==> src/rtl/time_entry_encoder_pkg.sv <==
// Shared definitions for the keypad time-entry encoder: field codes, limits and FSM states.
// Fields are packed HH|MM|SS; an unset field reads as 7'h7F so the display shows hyphens.
package time_entry_encoder_pkg;

   localparam logic [1:0]  FIELD_LEFT  = 2'd2;
   localparam logic [1:0]  FIELD_MID   = 2'd1;
   localparam logic [1:0]  FIELD_RIGHT = 2'd0;

   localparam logic [6:0]  UNSET_FIELD = 7'h7F;
   localparam logic [6:0]  MAX_HOUR    = 7'd23;
   localparam logic [6:0]  MAX_MINSEC  = 7'd59;
   localparam logic [20:0] UNSET_TIME  = {UNSET_FIELD, UNSET_FIELD, UNSET_FIELD};

   typedef enum logic [1:0] {
      ST_IDLE   = 2'd0,
      ST_TENS   = 2'd1,
      ST_ONES   = 2'd2,
      ST_COMMIT = 2'd3
   } state_t;

   function automatic logic [6:0] field_limit(input logic [1:0] field);
      logic [6:0] lim;
      case (field)
         FIELD_LEFT: lim = MAX_HOUR;
         default:    lim = MAX_MINSEC;
      endcase
      return lim;
   endfunction

endpackage

==> src/rtl/time_entry_encoder_digit_encoder.sv <==
// Combines a tens/ones BCD pair into a 7-bit binary field and flags any digit above 9
// or a combined value above the supplied limit.
module digit_encoder
   import time_entry_encoder_pkg::*;
(
   input  logic [3:0] tens,
   input  logic [3:0] ones,
   input  logic [6:0] limit,
   output logic [6:0] value,
   output logic       over
);

   logic [7:0] sum_s;

   // Binary value and range check
   always_comb begin
      sum_s = ({4'd0, tens} * 8'd10) + {4'd0, ones};
      value = sum_s[6:0];
      over  = (tens > 4'd9) || (ones > 4'd9) || (sum_s > {1'b0, limit});
   end

endmodule

==> src/rtl/time_entry_encoder.sv <==
// Keypad time-entry encoder: collects HH, MM, SS as tens/ones digit pairs, validates each
// digit against the field range and commits a complete legal time as a one-cycle pulse.
module time_entry_encoder
   import time_entry_encoder_pkg::*;
(
   input  logic        clk,
   input  logic        reset_n,
   input  logic        start,
   input  logic        cancel,
   input  logic        digit_valid,
   input  logic [3:0]  digit,
   output logic [20:0] out_time,
   output logic [1:0]  target,
   output logic        busy,
   output logic        commit_valid,
   output logic [20:0] commit_time,
   output logic        error
);

   state_t      state_r;
   logic [3:0]  tens_r;
   logic [1:0]  target_r;
   logic [20:0] out_time_r;
   logic [20:0] commit_time_r;
   logic        busy_r;
   logic        commit_valid_r;
   logic        error_r;

   logic [3:0]  enc_tens_s;
   logic [3:0]  enc_ones_s;
   logic [6:0]  field_value_s;
   logic        field_over_s;
   logic [20:0] field_time_s;

   // A tens digit is checked as "d0" against the field limit, which yields the tens bound
   always_comb begin
      if (state_r == ST_ONES) begin
         enc_tens_s = tens_r;
         enc_ones_s = digit;
      end else begin
         enc_tens_s = digit;
         enc_ones_s = 4'd0;
      end
   end

   digit_encoder u_digit_encoder (
      .tens  (enc_tens_s),
      .ones  (enc_ones_s),
      .limit (field_limit(target_r)),
      .value (field_value_s),
      .over  (field_over_s)
   );

   // Current time with the field under edit replaced by the encoded value
   always_comb begin
      field_time_s = out_time_r;
      case (target_r)
         FIELD_LEFT:  field_time_s[20:14] = field_value_s;
         FIELD_MID:   field_time_s[13:7]  = field_value_s;
         FIELD_RIGHT: field_time_s[6:0]   = field_value_s;
         default:     field_time_s        = out_time_r;
      endcase
   end

   // Session FSM; cancel outranks start, which outranks a digit in the same cycle
   always_ff @(posedge clk or negedge reset_n) begin
      if (!reset_n) begin
         state_r        <= ST_IDLE;
         tens_r         <= 4'd0;
         target_r       <= FIELD_LEFT;
         out_time_r     <= UNSET_TIME;
         commit_time_r  <= UNSET_TIME;
         busy_r         <= 1'b0;
         commit_valid_r <= 1'b0;
         error_r        <= 1'b0;
      end else begin
         commit_valid_r <= 1'b0;
         error_r        <= 1'b0;
         if (cancel) begin
            state_r    <= ST_IDLE;
            tens_r     <= 4'd0;
            target_r   <= FIELD_LEFT;
            out_time_r <= commit_time_r;
            busy_r     <= 1'b0;
         end else if (start) begin
            state_r    <= ST_TENS;
            tens_r     <= 4'd0;
            target_r   <= FIELD_LEFT;
            out_time_r <= UNSET_TIME;
            busy_r     <= 1'b1;
         end else if (state_r == ST_COMMIT) begin
            state_r <= ST_IDLE;
         end else if (digit_valid && (state_r == ST_TENS || state_r == ST_ONES)) begin
            if (field_over_s) begin
               error_r <= 1'b1;
            end else if (state_r == ST_TENS) begin
               tens_r  <= digit;
               state_r <= ST_ONES;
            end else begin
               out_time_r <= field_time_s;
               tens_r     <= 4'd0;
               if (target_r == FIELD_RIGHT) begin
                  state_r        <= ST_COMMIT;
                  commit_time_r  <= field_time_s;
                  commit_valid_r <= 1'b1;
                  busy_r         <= 1'b0;
                  target_r       <= FIELD_LEFT;
               end else begin
                  state_r  <= ST_TENS;
                  target_r <= target_r - 2'd1;
               end
            end
         end else begin
            state_r <= state_r;
         end
      end
   end

   assign out_time     = out_time_r;
   assign target       = target_r;
   assign busy         = busy_r;
   assign commit_valid = commit_valid_r;
   assign commit_time  = commit_time_r;
   assign error        = error_r;

endmodule

==> config.mk <==
export PLATFORM = sky130hd
export DESIGN_NAME = time_entry_encoder
export DESIGN_NICKNAME = d
export VERILOG_FILES = /design/src/rtl/time_entry_encoder_pkg.sv /design/src/rtl/time_entry_encoder_digit_encoder.sv /design/src/rtl/time_entry_encoder.sv
export SDC_FILE = /design/constraint.sdc
export NUM_CORES = 1
export LEC_CHECK = 0
export ABC_AREA = 0
export CORE_UTILIZATION = 55
export CTS_BUF_LIST = sky130_fd_sc_hd__clkbuf_4 sky130_fd_sc_hd__clkbuf_8
export DETAILED_ROUTE_END_ITERATION = 16
export PLACE_DENSITY_LB_ADDON = 0.25
export SKIP_LAST_GASP = 1
export SLEW_MARGIN = 10
export SYNTH_ARGS = -nofsm -noshare
export SYNTH_HDL_FRONTEND = slang
export SYNTH_SLANG_ARGS = --single-unit
==> constraint.sdc <==
create_clock -name clk -period 4.45 [get_ports clk]
set_input_delay 0.89 -clock clk [delete_from_list [all_inputs] [get_ports clk]]
set_output_delay 0.89 -clock clk [all_outputs]
set_load 0.02 [all_outputs]
==> load_flow_metrics.sql <==
INSERT INTO impl_metrics (metric_group, metric, value, unit) VALUES
('finish', 'n_antenna_cell', '0', ''),
('finish', 'final_core_util', '0.724', ''),
('clock_network', 'clock_latency', '310', 'ps'),
('logic_synthesis', 'number_of_synthesized_register_bits', '53', ''),
('setup_path', 'r2r.worst_path.cells', '14', ''),
('pwr', 'leakage', '1.86', 'nW'),
('finish', 'layout-drive-gt1-share', '0.261', ''),
('setup_path', 'cp_cell_sequence', 'clkdlybuf4s50_1 > mux2_2 > xnor2_1 > ha_1 > inv_1 > fa_1 > nor2b_1 > nand4_1 > a221o_1 > or3_1 > nor3_4 > buf_12 > mux2_2', ''),
('setup_path', 'timing.critical_path.arrival', '4530', 'ps'),
('placed_design', 'io_buffer_count', '55', ''),
('pwr', 'pwr-share-seq', '0.498', ''),
('sta', 'slew_headroom', '0.450', ''),
('worst_hold_path', 'worst_hold_startpoint', 'commit_time[0]', ''),
('finish', 'num-fill-cells', '429', ''),
('pwr', 'comb_power_share', '0.235', ''),
('setup_path', 'cp_slowest_cell', 'fa_1', ''),
('worst_hold_path', 'timing.hold.worst.class', 'reg2reg', ''),
('pwr', 'overall_power_consumption', '1.06', 'mW'),
('grt', 'grt-ovfl-total', '0', ''),
('placed_design', 'finalWeightedCongestion', '0.893', ''),
('logic_synthesis', 'synth_edf_count', '0', ''),
('clock_network', 'ctsHoldBuffers', '0', ''),
('sta', 'skew', '9.73', 'ps'),
('detailed_routing', 'detail_route.wirelength', '8730', 'um'),
('pwr', 'power_switching_share', '0.302', ''),
('pwr', 'p_int', '743', 'uW'),
('logic_synthesis', 'synth_seq_area_share', '0.407', ''),
('setup_path', 'worst_r2r_setup_slack', '240', 'ps'),
('grt', 'grt_antenna_before_repair', '0', ''),
('setup_path', 'crit_buf_inv', '3', ''),
('setup_path', 'crit_path_frequent_cell', 'mux2_2', ''),
('flow_run', 'cap_violations', '0', ''),
('detailed_routing', 'drt_iter0_markers', '236', ''),
('sta', 'setup_viol', '0', ''),
('run_status', 'run_status', 'finished, final reports clean', ''),
('logic_synthesis', 'synth.cell_area', '0.00339', 'mm2'),
('sta', 'unrepaired_setup_endpoints_after_global_routing', 'no', ''),
('logic_synthesis', 'distinct_cells_synth', '50', ''),
('clock_network', 'clock_path_buffers', '2', ''),
('placed_design', 'place_worst_setup_slack', '-119', 'ps'),
('finish', 'area.growth.synth_to_final', '26.3', '%'),
('pwr', 'power_density', '248', 'mW/mm2'),
('logic_synthesis', 'most_frequently_used_flop_master_after_synthesis', 'dfstp_2', ''),
('floorplanning', 'placementRows', '28', ''),
('worst_hold_path', 'hold-path-endpoint', 'commit_time[0]', ''),
('pwr', 'switchingPower', '321', 'uW'),
('sta', 'maxSlewViolCount', '0', ''),
('detailed_routing', 'routed_via_density', '6.01', ''),
('grt', 'groute.usage.overall', '0.287', ''),
('logic_synthesis', 'syn_nets', '373', ''),
('clock_network', 'cts.htree.levels', '2', ''),
('placed_design', 'hpwl', '6250', 'um'),
('logic_synthesis', 'syn_area_per_cell', '9.81', 'um2'),
('setup_path', 'critical_path_class', 'in2reg', ''),
('detailed_routing', 'dr.pass1.iters', '4', ''),
('setup_path', 'r2r_end', 'commit_time[9]', ''),
('logic_synthesis', 'synth-async-reset-ratio', '1.00', ''),
('grt', 'grt_pass1_vias', '2903', ''),
('detailed_routing', 'drt-wirelength-per-cell', '17.6', 'um'),
('finish', 'fin_nets', '447', ''),
('floorplanning', 'die_area', '0.00649', 'mm2'),
('floorplanning', 'effective_utilization_at_floorplan', '0.573', ''),
('detailed_routing', 'post-route-drc-count', '0', ''),
('sta', 'timing.fmax', '233', 'MHz'),
('setup_path', 'required', '4690', 'ps'),
('sta', 'setup_ws', '165', 'ps'),
('worst_hold_path', 'whs_path_depth', '2', ''),
('clock_network', 'path_clk_slew', '100', 'ps'),
('logic_synthesis', 'yosysWarningCount', '0', ''),
('floorplanning', 'core_area', '0.00592', 'mm2'),
('floorplanning', 'die_w', '80.5', 'um');
-- cells by family after synthesis --
family                   synth area share
multiplexers                        0.115
AND/OR/NAND/NOR                     0.169
AO/OA/AOI/OAI                       0.169
XOR/XNOR                           0.0129
flip-flops                          0.407
adder cells (fa/ha/maj)            0.0708
buffers and inverters              0.0568
-- cell type report --
type	count	area share
clock buffer	6	0.0178
clock inverter	2	0.00321
inverter	24	0.0210
multi-input combinational	249	0.428
sequential	53	0.322
tap	75	0.0219
timing repair buffer	87	0.186
-- per-stage QoR --
stage	cell area [um2]	cells	hold slack [ps]	TNS (ps)
finish	4290	496	480	0
detailed placement	4190	488	466	-1600
floorplan	3390	346	496	0
global placement	4190	488	462	0
CTS	4280	496	482	0
global route	4290	496	502	0
-- cell usage after synthesis, types with 4 or more instances --
cell / instances / area share
inv_1: 24 / 0.027
nand2b_1: 7 / 0.013
a21oi_1: 16 / 0.024
and3_1: 11 / 0.020
a211o_1: 5 / 0.013
dfstp_2: 43 / 0.33
nor2b_1: 9 / 0.017
nand2_1: 23 / 0.025
nor3_1: 7 / 0.010
dfrtp_1: 10 / 0.074
a21o_1: 7 / 0.015
a311oi_1: 4 / 0.010
xnor2_1: 4 / 0.010
mux2_2: 15 / 0.050
and2_1: 6 / 0.011
clkbuf_1: 12 / 0.013
o211ai_1: 8 / 0.018
a211oi_1: 7 / 0.015
buf_2: 4 / 0.0059
o21ai_0: 15 / 0.022
mux2i_1: 15 / 0.044
ha_1: 16 / 0.059
nor2_1: 15 / 0.017
nand3_1: 18 / 0.027
-- layout by cell type, fill, tap and decap left out, types with 10 or more instances in the layout --
cell type        synthesis  final
dfstp_2                 43     43
o21ai_0                 15     15
nand3_1                 18     18
nor2_1                  15     15
inv_1                   24     24
buf_4                    0     31
ha_1                    16     15
mux2i_1                 15     15
a21oi_1                 16     16
clkdlybuf4s50_1          0     54
and3_1                  11     11
nand2_1                 23     23
dfrtp_1                 10     10
mux2_2                  15     15
-- power by group through the flow --
stage	clock network, mW	logic (mW)	registers [mW]
after floorplan	0	0.115	0.557
after global placement	0	0.242	0.536
after detailed placement	0	0.247	0.537
after CTS	0.295	0.249	0.530
after global routing	0.314	0.270	0.532
final	0.284	0.250	0.530
-- worst reg2reg max path, stage by stage, from the launching register on --
cell,delay (ps)
dfrtp_1,450
inv_1,90
ha_2,310
mux2_2,420
xnor2_1,200
ha_1,190
inv_1,50
fa_1,480
nor2b_1,210
nand4_1,120
a221o_1,350
or3_1,440
nor3_4,250
buf_12,220
mux2_2,370
-- state kept, by name (all words and copies together) (netlist names) --
signal / count
busy: 1
error: 1
target: 2
commit_valid: 1
state_r: 2
tens_r: 4
commit_time: 21
out_time: 21
-- how the worst max path moves through the flow --
| stage | startpoint | cells past startpoint | slack, ps | to |
|---|---|---|---|---|
| 2_1_floorplan | digit[2] | 14 | 370 | target[0] |
| 3_3_place_gp | digit[1] | 13 | 10 | commit_time[20] |
| 3_5_place_dp | digit[1] | 13 | -120 | commit_time[4] |
| 4_1_cts | state_r[0] | 14 | 150 | commit_time[9] |
| 5_1_grt | digit[1] | 13 | 3 | commit_time[9] |
| 6_report | digit[1] | 13 | 160 | commit_time[9] |
-- metal layers --
metal	vias up	wire length, um	track usage
met5	-	0	0
met4	0	166	0.109
met3	13	618	0.0375
met2	111	4220	0.475
met1	1469	3730	0.381
li1	1389	-	-
Power figures use the tool's default switching activity.
